--- config.mk ---
export PLATFORM = sky130hd
export DESIGN_NAME = combat_resolver
export DESIGN_NICKNAME = d
export VERILOG_FILES = /design/src/rtl/combat_resolver.sv
export SDC_FILE = /design/constraint.sdc
export NUM_CORES = 1
export LEC_CHECK = 0
export BUFFER_PORTS_ARGS = -buffer_cell sky130_fd_sc_hd__buf_2
export CAP_MARGIN = 20
export CORE_UTILIZATION = 51
export CTS_CLUSTER_SIZE = 16
export DETAILED_ROUTE_END_ITERATION = 7
export PLACE_DENSITY = 0.76
export SETUP_SLACK_MARGIN = 0.4
export SYNTH_ARGS = -nofsm -noshare
export SYNTH_HDL_FRONTEND = slang
export SYNTH_SLANG_ARGS = --single-unit
--- constraint.sdc ---
create_clock -name clk -period 2.9 [get_ports clk]
set_input_delay 0.58 -clock clk [delete_from_list [all_inputs] [get_ports clk]]
set_output_delay 0.58 -clock clk [all_outputs]
set_load 0.005 [all_outputs]
--- src/rtl/combat_resolver.sv ---
// Applies a settled shot (damage/range) to the opponent's HP, alternates turns
// between two players and decides KO, timeout win or timeout draw.
module combat_resolver #(
  parameter int unsigned MAX_HP     = 100,
  parameter int unsigned MAX_ROUNDS = 10
) (
  input  logic       clk,
  input  logic       rst,
  input  logic       fire,
  input  logic [5:0] damage,
  input  logic [4:0] range,
  input  logic [4:0] distance,
  input  logic       new_game,
  output logic [7:0] hp0,
  output logic [7:0] hp1,
  output logic       turn,
  output logic       hit,
  output logic       busy,
  output logic [7:0] round,
  output logic       game_over,
  output logic       winner,
  output logic       draw
);

  localparam int unsigned HP_W  = 8;
  localparam int unsigned DMG_W = 6;
  localparam int unsigned RNG_W = 5;

  typedef enum logic [2:0] {
    S_IDLE,
    S_CAPTURE,
    S_APPLY,
    S_CHECK,
    S_GAME_OVER
  } state_t;

  state_t state;

  logic [DMG_W-1:0] damage_q;
  logic [RNG_W-1:0] range_q;
  logic [RNG_W-1:0] distance_q;

  logic [HP_W-1:0] eff_c;
  logic [HP_W-1:0] opp_hp_c;
  logic [HP_W-1:0] opp_left_c;
  logic [HP_W-1:0] next_round_c;
  logic            restart_c;

  // Shot resolution against the player who is not on turn
  always_comb begin
    eff_c        = '0;
    opp_hp_c     = '0;
    opp_left_c   = '0;
    next_round_c = '0;
    restart_c    = 1'b0;
    if (distance_q <= range_q) begin
      eff_c = HP_W'(damage_q);
    end
    opp_hp_c = turn ? hp0 : hp1;
    if (opp_hp_c > eff_c) begin
      opp_left_c = opp_hp_c - eff_c;
    end
    next_round_c = round + HP_W'(turn);
    restart_c    = (state == S_GAME_OVER) && new_game;
  end

  // A new game from GAME_OVER restores exactly the reset image
  always_ff @(posedge clk) begin
    if (!rst || restart_c) begin
      state      <= S_IDLE;
      hp0        <= HP_W'(MAX_HP);
      hp1        <= HP_W'(MAX_HP);
      turn       <= 1'b0;
      hit        <= 1'b0;
      busy       <= 1'b0;
      round      <= '0;
      game_over  <= 1'b0;
      winner     <= 1'b0;
      draw       <= 1'b0;
      damage_q   <= '0;
      range_q    <= '0;
      distance_q <= '0;
    end else begin
      case (state)
        S_IDLE: begin
          if (fire) begin
            state <= S_CAPTURE;
            busy  <= 1'b1;
          end
        end
        S_CAPTURE: begin
          damage_q   <= damage;
          range_q    <= range;
          distance_q <= distance;
          state      <= S_APPLY;
        end
        S_APPLY: begin
          if (turn) begin
            hp0 <= opp_left_c;
          end else begin
            hp1 <= opp_left_c;
          end
          hit   <= (eff_c != '0);
          state <= S_CHECK;
        end
        S_CHECK: begin
          busy <= 1'b0;
          if (opp_hp_c == '0) begin
            game_over <= 1'b1;
            winner    <= turn;
            draw      <= 1'b0;
            state     <= S_GAME_OVER;
          end else begin
            turn  <= ~turn;
            round <= next_round_c;
            // round only advances after P1, so equality is only reachable then
            if (next_round_c == HP_W'(MAX_ROUNDS)) begin
              game_over <= 1'b1;
              state     <= S_GAME_OVER;
              if (hp0 > hp1) begin
                winner <= 1'b0;
              end else if (hp1 > hp0) begin
                winner <= 1'b1;
              end else begin
                winner <= 1'b0;
                draw   <= 1'b1;
              end
            end else begin
              state <= S_IDLE;
            end
          end
        end
        S_GAME_OVER: begin
          state <= S_GAME_OVER;
        end
        default: begin
          state <= S_IDLE;
        end
      endcase
    end
  end

endmodule

* Yosys cells after proc, flatten, opt, wreduce, memory -nomap -nowiden
Cells that the tools add are included.
** Cells by class
- $add $sub $neg :: 2
- Bitwise logic cells :: 2
- Mux-type cells :: 19
- $lt $le $gt $ge :: 4
- Equal/unequal tests :: 8
- Reductions and logical operators :: 14
** Operators by type and width (count)
- $gt A8 B8 Y1 :: 3
- $mux W8 :: 2
- $pmux W3 S5 :: 1
- $mux W1 :: 11
- $reduce_and A2 Y1 :: 5
- $mux W3 :: 3
- $add A8 B1 Y8 :: 1
- $eq A8 B4 Y1 const B :: 1
- $logic_not A8 Y1 :: 1
- $reduce_bool A8 Y1 :: 1
- $sub A8 B8 Y8 :: 1
- $eq A3 B2 Y1 const B :: 2
- $mux W6 :: 1
- $ne A2 B2 Y1 const B :: 3
- $le A5 B5 Y1 :: 1
- $reduce_and A4 Y1 :: 1
- $reduce_bool A2 Y1 :: 2
- $eq A3 B1 Y1 const B :: 1
- $eq A3 B3 Y1 const B :: 1
- $logic_not A3 Y1 :: 1
- $not A1 Y1 :: 2
- $pmux W1 S2 :: 1
- $logic_and A1 B1 Y1 :: 1
- $logic_not A1 Y1 :: 1
- $logic_or A1 B1 Y1 :: 1
** Storage, ports and cells
- Register bits :: 49
- Input port bits :: 20
- Output and inout bits :: 30
- Word-level logic and storage cells :: 62

* Logic depth before layout (Yosys ltp)
- Word-level depth :: 5
- Gate-level depth with buffers :: 15
- Gate-level depth less buffers :: 15

* Least setup slack after synthesis
No wires, ideal clock.
- Kind :: reg-to-reg
- Start :: register range_q[1]
- End :: register hp0[6]
- Required time :: 2837 ps
- Setup time :: 63 ps
- Path slack :: -234 ps
- Stages on the path, launching flop included :: 16
- Arrival :: 3071 ps
- Buffers on the path :: 0
- Period minus slack after synthesis :: 3134 ps
- Path through :: dfxtp_1 -> inv_1 -> ha_1 -> nor2b_1 -> o21a_1 -> o21ai_0 -> a21o_1 -> and2_1 -> ha_1 -> inv_1 -> fa_1 -> a211o_1 -> a21o_1 -> a21o_1 -> or4_1 -> nand3_1
** On the way
- Longest elaborated chain between the ends :: 4
- Elaborated cells on any way between the ends :: 5
- Those cells by class :: add/sub: 1; order compare: 2; mux: 2
** Ends and longest elaborated chain
- start: declaration :: RTL line 40 : logic [RNG_W-1:0] range_q;
- start signal: assignment :: RTL line 93 : range_q <= range;
- $le A5 B5 Y1 * :: RTL line 56 : if (distance_q <= range_q) begin
- $mux W6 * :: RTL line 56
- $sub A8 B8 Y8 / $gt A8 B8 Y1 (equally long branches) :: RTL line 61, 60
- $mux W8 * :: RTL line 60 : if (opp_hp_c > eff_c) begin
- end signal: assignment :: RTL line 71 : hp0 <= HP_W'(MAX_HP);
- end signal: assignment :: RTL line 99 : hp0 <= opp_left_c;
- end: declaration :: RTL line 14 : output logic [7:0] hp0,
Mark *: on every way between the ends. The rest lies on a longest branch, timed or not.
A chain may end at the register's enable or synchronous reset.

* Final worst setup path
Same ends and word-level chain as after synthesis.

==> flow_summary.toml <==
[cells_and_area]
design_area_um2 = 3500
drive_gt1_share_pct = 26.3
final_nets = 455
areaGrowthSynthToFinish_pct = 20.3
antennaDiodeCount = 0

[worst_hold_path]
hold_depth = 2
worstHoldStart = "range_q[3]"
hold_path_end = "range_q[3]"
holdCritPathClass = "flop to flop"

[floorplanning]
initial_core_util_pct = 52.8
core_um2 = 5510
row_count = 27
ios = 50
die_w_um = 77.5
die_h_um = 77.5
die-area_um2 = 6000

[worst_setup_path]
critical_path_buf_inv_count = 3
critical_path.startpoint_type = "flop"
critPathMostFrequentCell = "a21o_1"
worstPathCellList = "inv_2, ha_4, nor2b_4, o21a_1, o21ai_1, a21o_1, and2_1, ha_2, inv_2, fa_2, a211o_1, a21o_1, a21o_1, buf_4, o21ai_0, nand3_1"
crit_type = "flop to flop"
cp.required_ns = 3.06
worstReg2RegStart = "range_q[1]"
max_stage_delay_ns = 0.35
cp_top_family = "compound AO/OA/AOI/OAI gates"
critPathSlowestCell = "dfxtp_2"
cp.arrival_ns = 3.24
reg2reg_depth = 16
endpoint_kind = "flop"
r2r_setup_slack_ns = -0.18
worstReg2RegEnd = "hp0[6]"
cp_max_fo = 3

[power_and_ir_drop]
combinationalPowerShare_pct = 26.3
clock_power_share_pct = 27.4
power_switching_uw = 498
power_density_nw_per_um2 = 453
seq_power_share_pct = 46.3
switching_share_pct = 31.5
p_leak_uw = 0.00139
ir_drop_v = 0.000264
p_int_uw = 1080

[timing]
fmax_mhz = 325
setup_ws_ns = -0.180
holdWs_ns = 0.460
worstMarginPinSlew_ns = 0.552
hold_violations = 0
fin_skew_ns = 0.00886
finalCritPeriodShare_pct = 106
setup-violations-final = 16
post-route-min-period_ns = 3.08
rsz0062_at_grt = "true"
relSlewSlack_pct = 63.2
finalMaxSlewViolations = 0

[run_status]
violations = "setup timing"
status = "finished with violations"

[global_routing]
grt_pass1_vias = 2646
grt_pass1_wl_um = 12200
overflow = 0
gr-usage-all-layers_pct = 25.1
antenna_found_initial = 0
grt_max_degree = 29

[logic_synthesis]
yosysTopAreaCell = "dfxtp_1"
syn_avg_cell_area_um2 = 8.14
yosysUniqueCellTypes = 57
synthArstFlopShare_pct = 0
netlist_area_um2 = 2910
yosysWarnings = 0
syn-num-nets = 399
seq_area_frac_synth_pct = 33.7
ys_ff_latch = 49
synth_top_area_share_pct = 33.7
synth_edf_count = 0
synth_ff_type = "dfxtp_1"
synth_area_leaders = "dfxtp_1 34%, ha_1 9.0%, nand2_1 6.8%, a21oi_1 6.5%, nand3_1 3.1%"
netlist_instances = 357

[drt]
drtIter0Drc = 102
ant_nets = 0
routedWlPerCell_um = 14.8
wl_um = 7180
drc = 0
drtPass1Iterations = 6
via_per_inst = 5.79
vias = 2816

[clocking]
numCtsBuffers = 5
cts.clk_slew.worst_paths_ns = 0.09
clkLatencyLatePin_ns = 0.31
htreeDepth = 2
cts.sinks = 49
root_buffer = "clkbuf_8"
cts_tree = "done"
cts_hold_buf = 0
cts_max_path_buffers = 2

[placed_design]
portBuffers = 49
pre_cts_ws_ns = -0.166
place_hpwl_um = 5150
place.gp.congestion = 0.853
placed_area_um2 = 3270

[job]
maxCapViolations = 0
==> final cells by class <==
| type | instances | area, µm² |
|---|---|---|
| Fill cell | 476 | 2010 |
| Multi-Input combinational cell | 277 | 1900 |
| Sequential cell | 49 | 982 |
| Timing Repair Buffer | 65 | 373 |
| Tap cell | 72 | 90.1 |
| Clock buffer | 6 | 82.6 |
| Inverter | 15 | 56.3 |
| Clock inverter | 2 | 13.8 |
==> kinds of logic (layout without fill, tap and decap cells) <==
kind of cell    Yosys count  count (layout)  share of synthesized area [%]
flops                    49              49                           33.7
buf+inv                  31              88                           4.86
compound gates          108             108                           23.5
mux                       8               8                           3.01
xor+xnor                  2               2                          0.603
simple gates            137             137                           24.6
fa+ha+maj                22              22                           9.73
==> repair_timing <==
item / 4_1_cts / 5_1_grt
gates cloned: 0 / 0
resized for setup: 21 / 6
endpoints found under the setup margin: 16 / 19
buffers inserted: 2 / 1
pin swaps: 17 / 5
hold endpoints to repair: 0 / 0
==> cell usage in the layout (no fill, tap or decap), types with 4 or more instances in the layout <==
cell,synthesis,final
dfxtp_1,49,48
nand2_1,53,50
o31ai_1,10,10
inv_1,15,13
o21a_1,8,8
nand2b_1,4,4
mux2_2,6,6
o21ai_0,13,8
a21o_1,5,5
o21ai_1,9,10
nor2_1,16,15
ha_1,21,18
a21oi_1,38,38
and2_1,4,4
clkbuf_8,0,6
nand4_1,6,6
nor3_1,5,5
buf_4,0,14
or4_1,8,8
nand3_1,18,17
buf_2,8,49
==> metrics by stage <==
step | std cells | power (µW) | utilization (%) | setup TNS, ns
after floorplan | 357 | 995 | - | -0.173
after global placement | 475 | 1090 | 59.4 | -0.787
after CTS | 485 | 1580 | 62.9 | -1.28
final | 486 | 1580 | 63.5 | -1.45
after global routing | 486 | 1670 | 63.5 | -3.05
after detailed placement | 475 | 1100 | 59.4 | -1.76
==> power groups by stage <==
| stage | clock, µW | sequential [µW] | combinational, µW |
|---|---|---|---|
| 2_1_floorplan | 0 | 732 | 263 |
| 3_3_place_gp | 0 | 745 | 348 |
| 3_5_place_dp | 0 | 746 | 356 |
| 4_1_cts | 442 | 732 | 402 |
| 5_1_grt | 469 | 737 | 460 |
| 6_report | 434 | 732 | 416 |
==> tightest hold or removal path, stage by stage (launching register included) <==
cell and delay [ns]:
dfxtp_1 0.32, nand2_1 0.05, a21oi_1 0.05
==> routing by layer <==
layer / up-vias / track usage [%] / wire length, µm
met4: 0 / 7.17 / 97
met3: 12 / 4.24 / 240
met5: - / 0 / 0
met2: 58 / 43.3 / 3510
met1: 1328 / 31.9 / 3330
li1: 1418 / - / -
==> how the worst max path moves through the flow <==
stage                     from      to  cells past startpoint
floorplan           range_q[1]  hp0[6]                     15
global placement    range_q[1]  hp0[6]                     15
detailed placement  range_q[1]  hp0[6]                     15
CTS                 range_q[1]  hp0[6]                     15
global route        range_q[1]  hp0[6]                     16
finish              range_q[1]  hp0[6]                     16
==> cell usage after synthesis, drive strengths merged, types with 6 or more instances <==
library cell,count
nor2,17
o21ai,22
o31ai,10
nand2,53
buf,10
dfxtp,49
mux2,6
clkbuf,6
ha,21
or4,8
nand3,18
a21oi,39
inv,15
o21a,8
nand4,6
==> sequential cells by signal (all words and copies together), names as in the netlist <==
name / cells
hp0: 8
hp1: 8
round: 8
damage_q: 6
distance_q: 5
range_q: 5
state: 3
busy: 1
draw: 1
game_over: 1
hit: 1
turn: 1
winner: 1
Power figures use the tool's default switching activity.
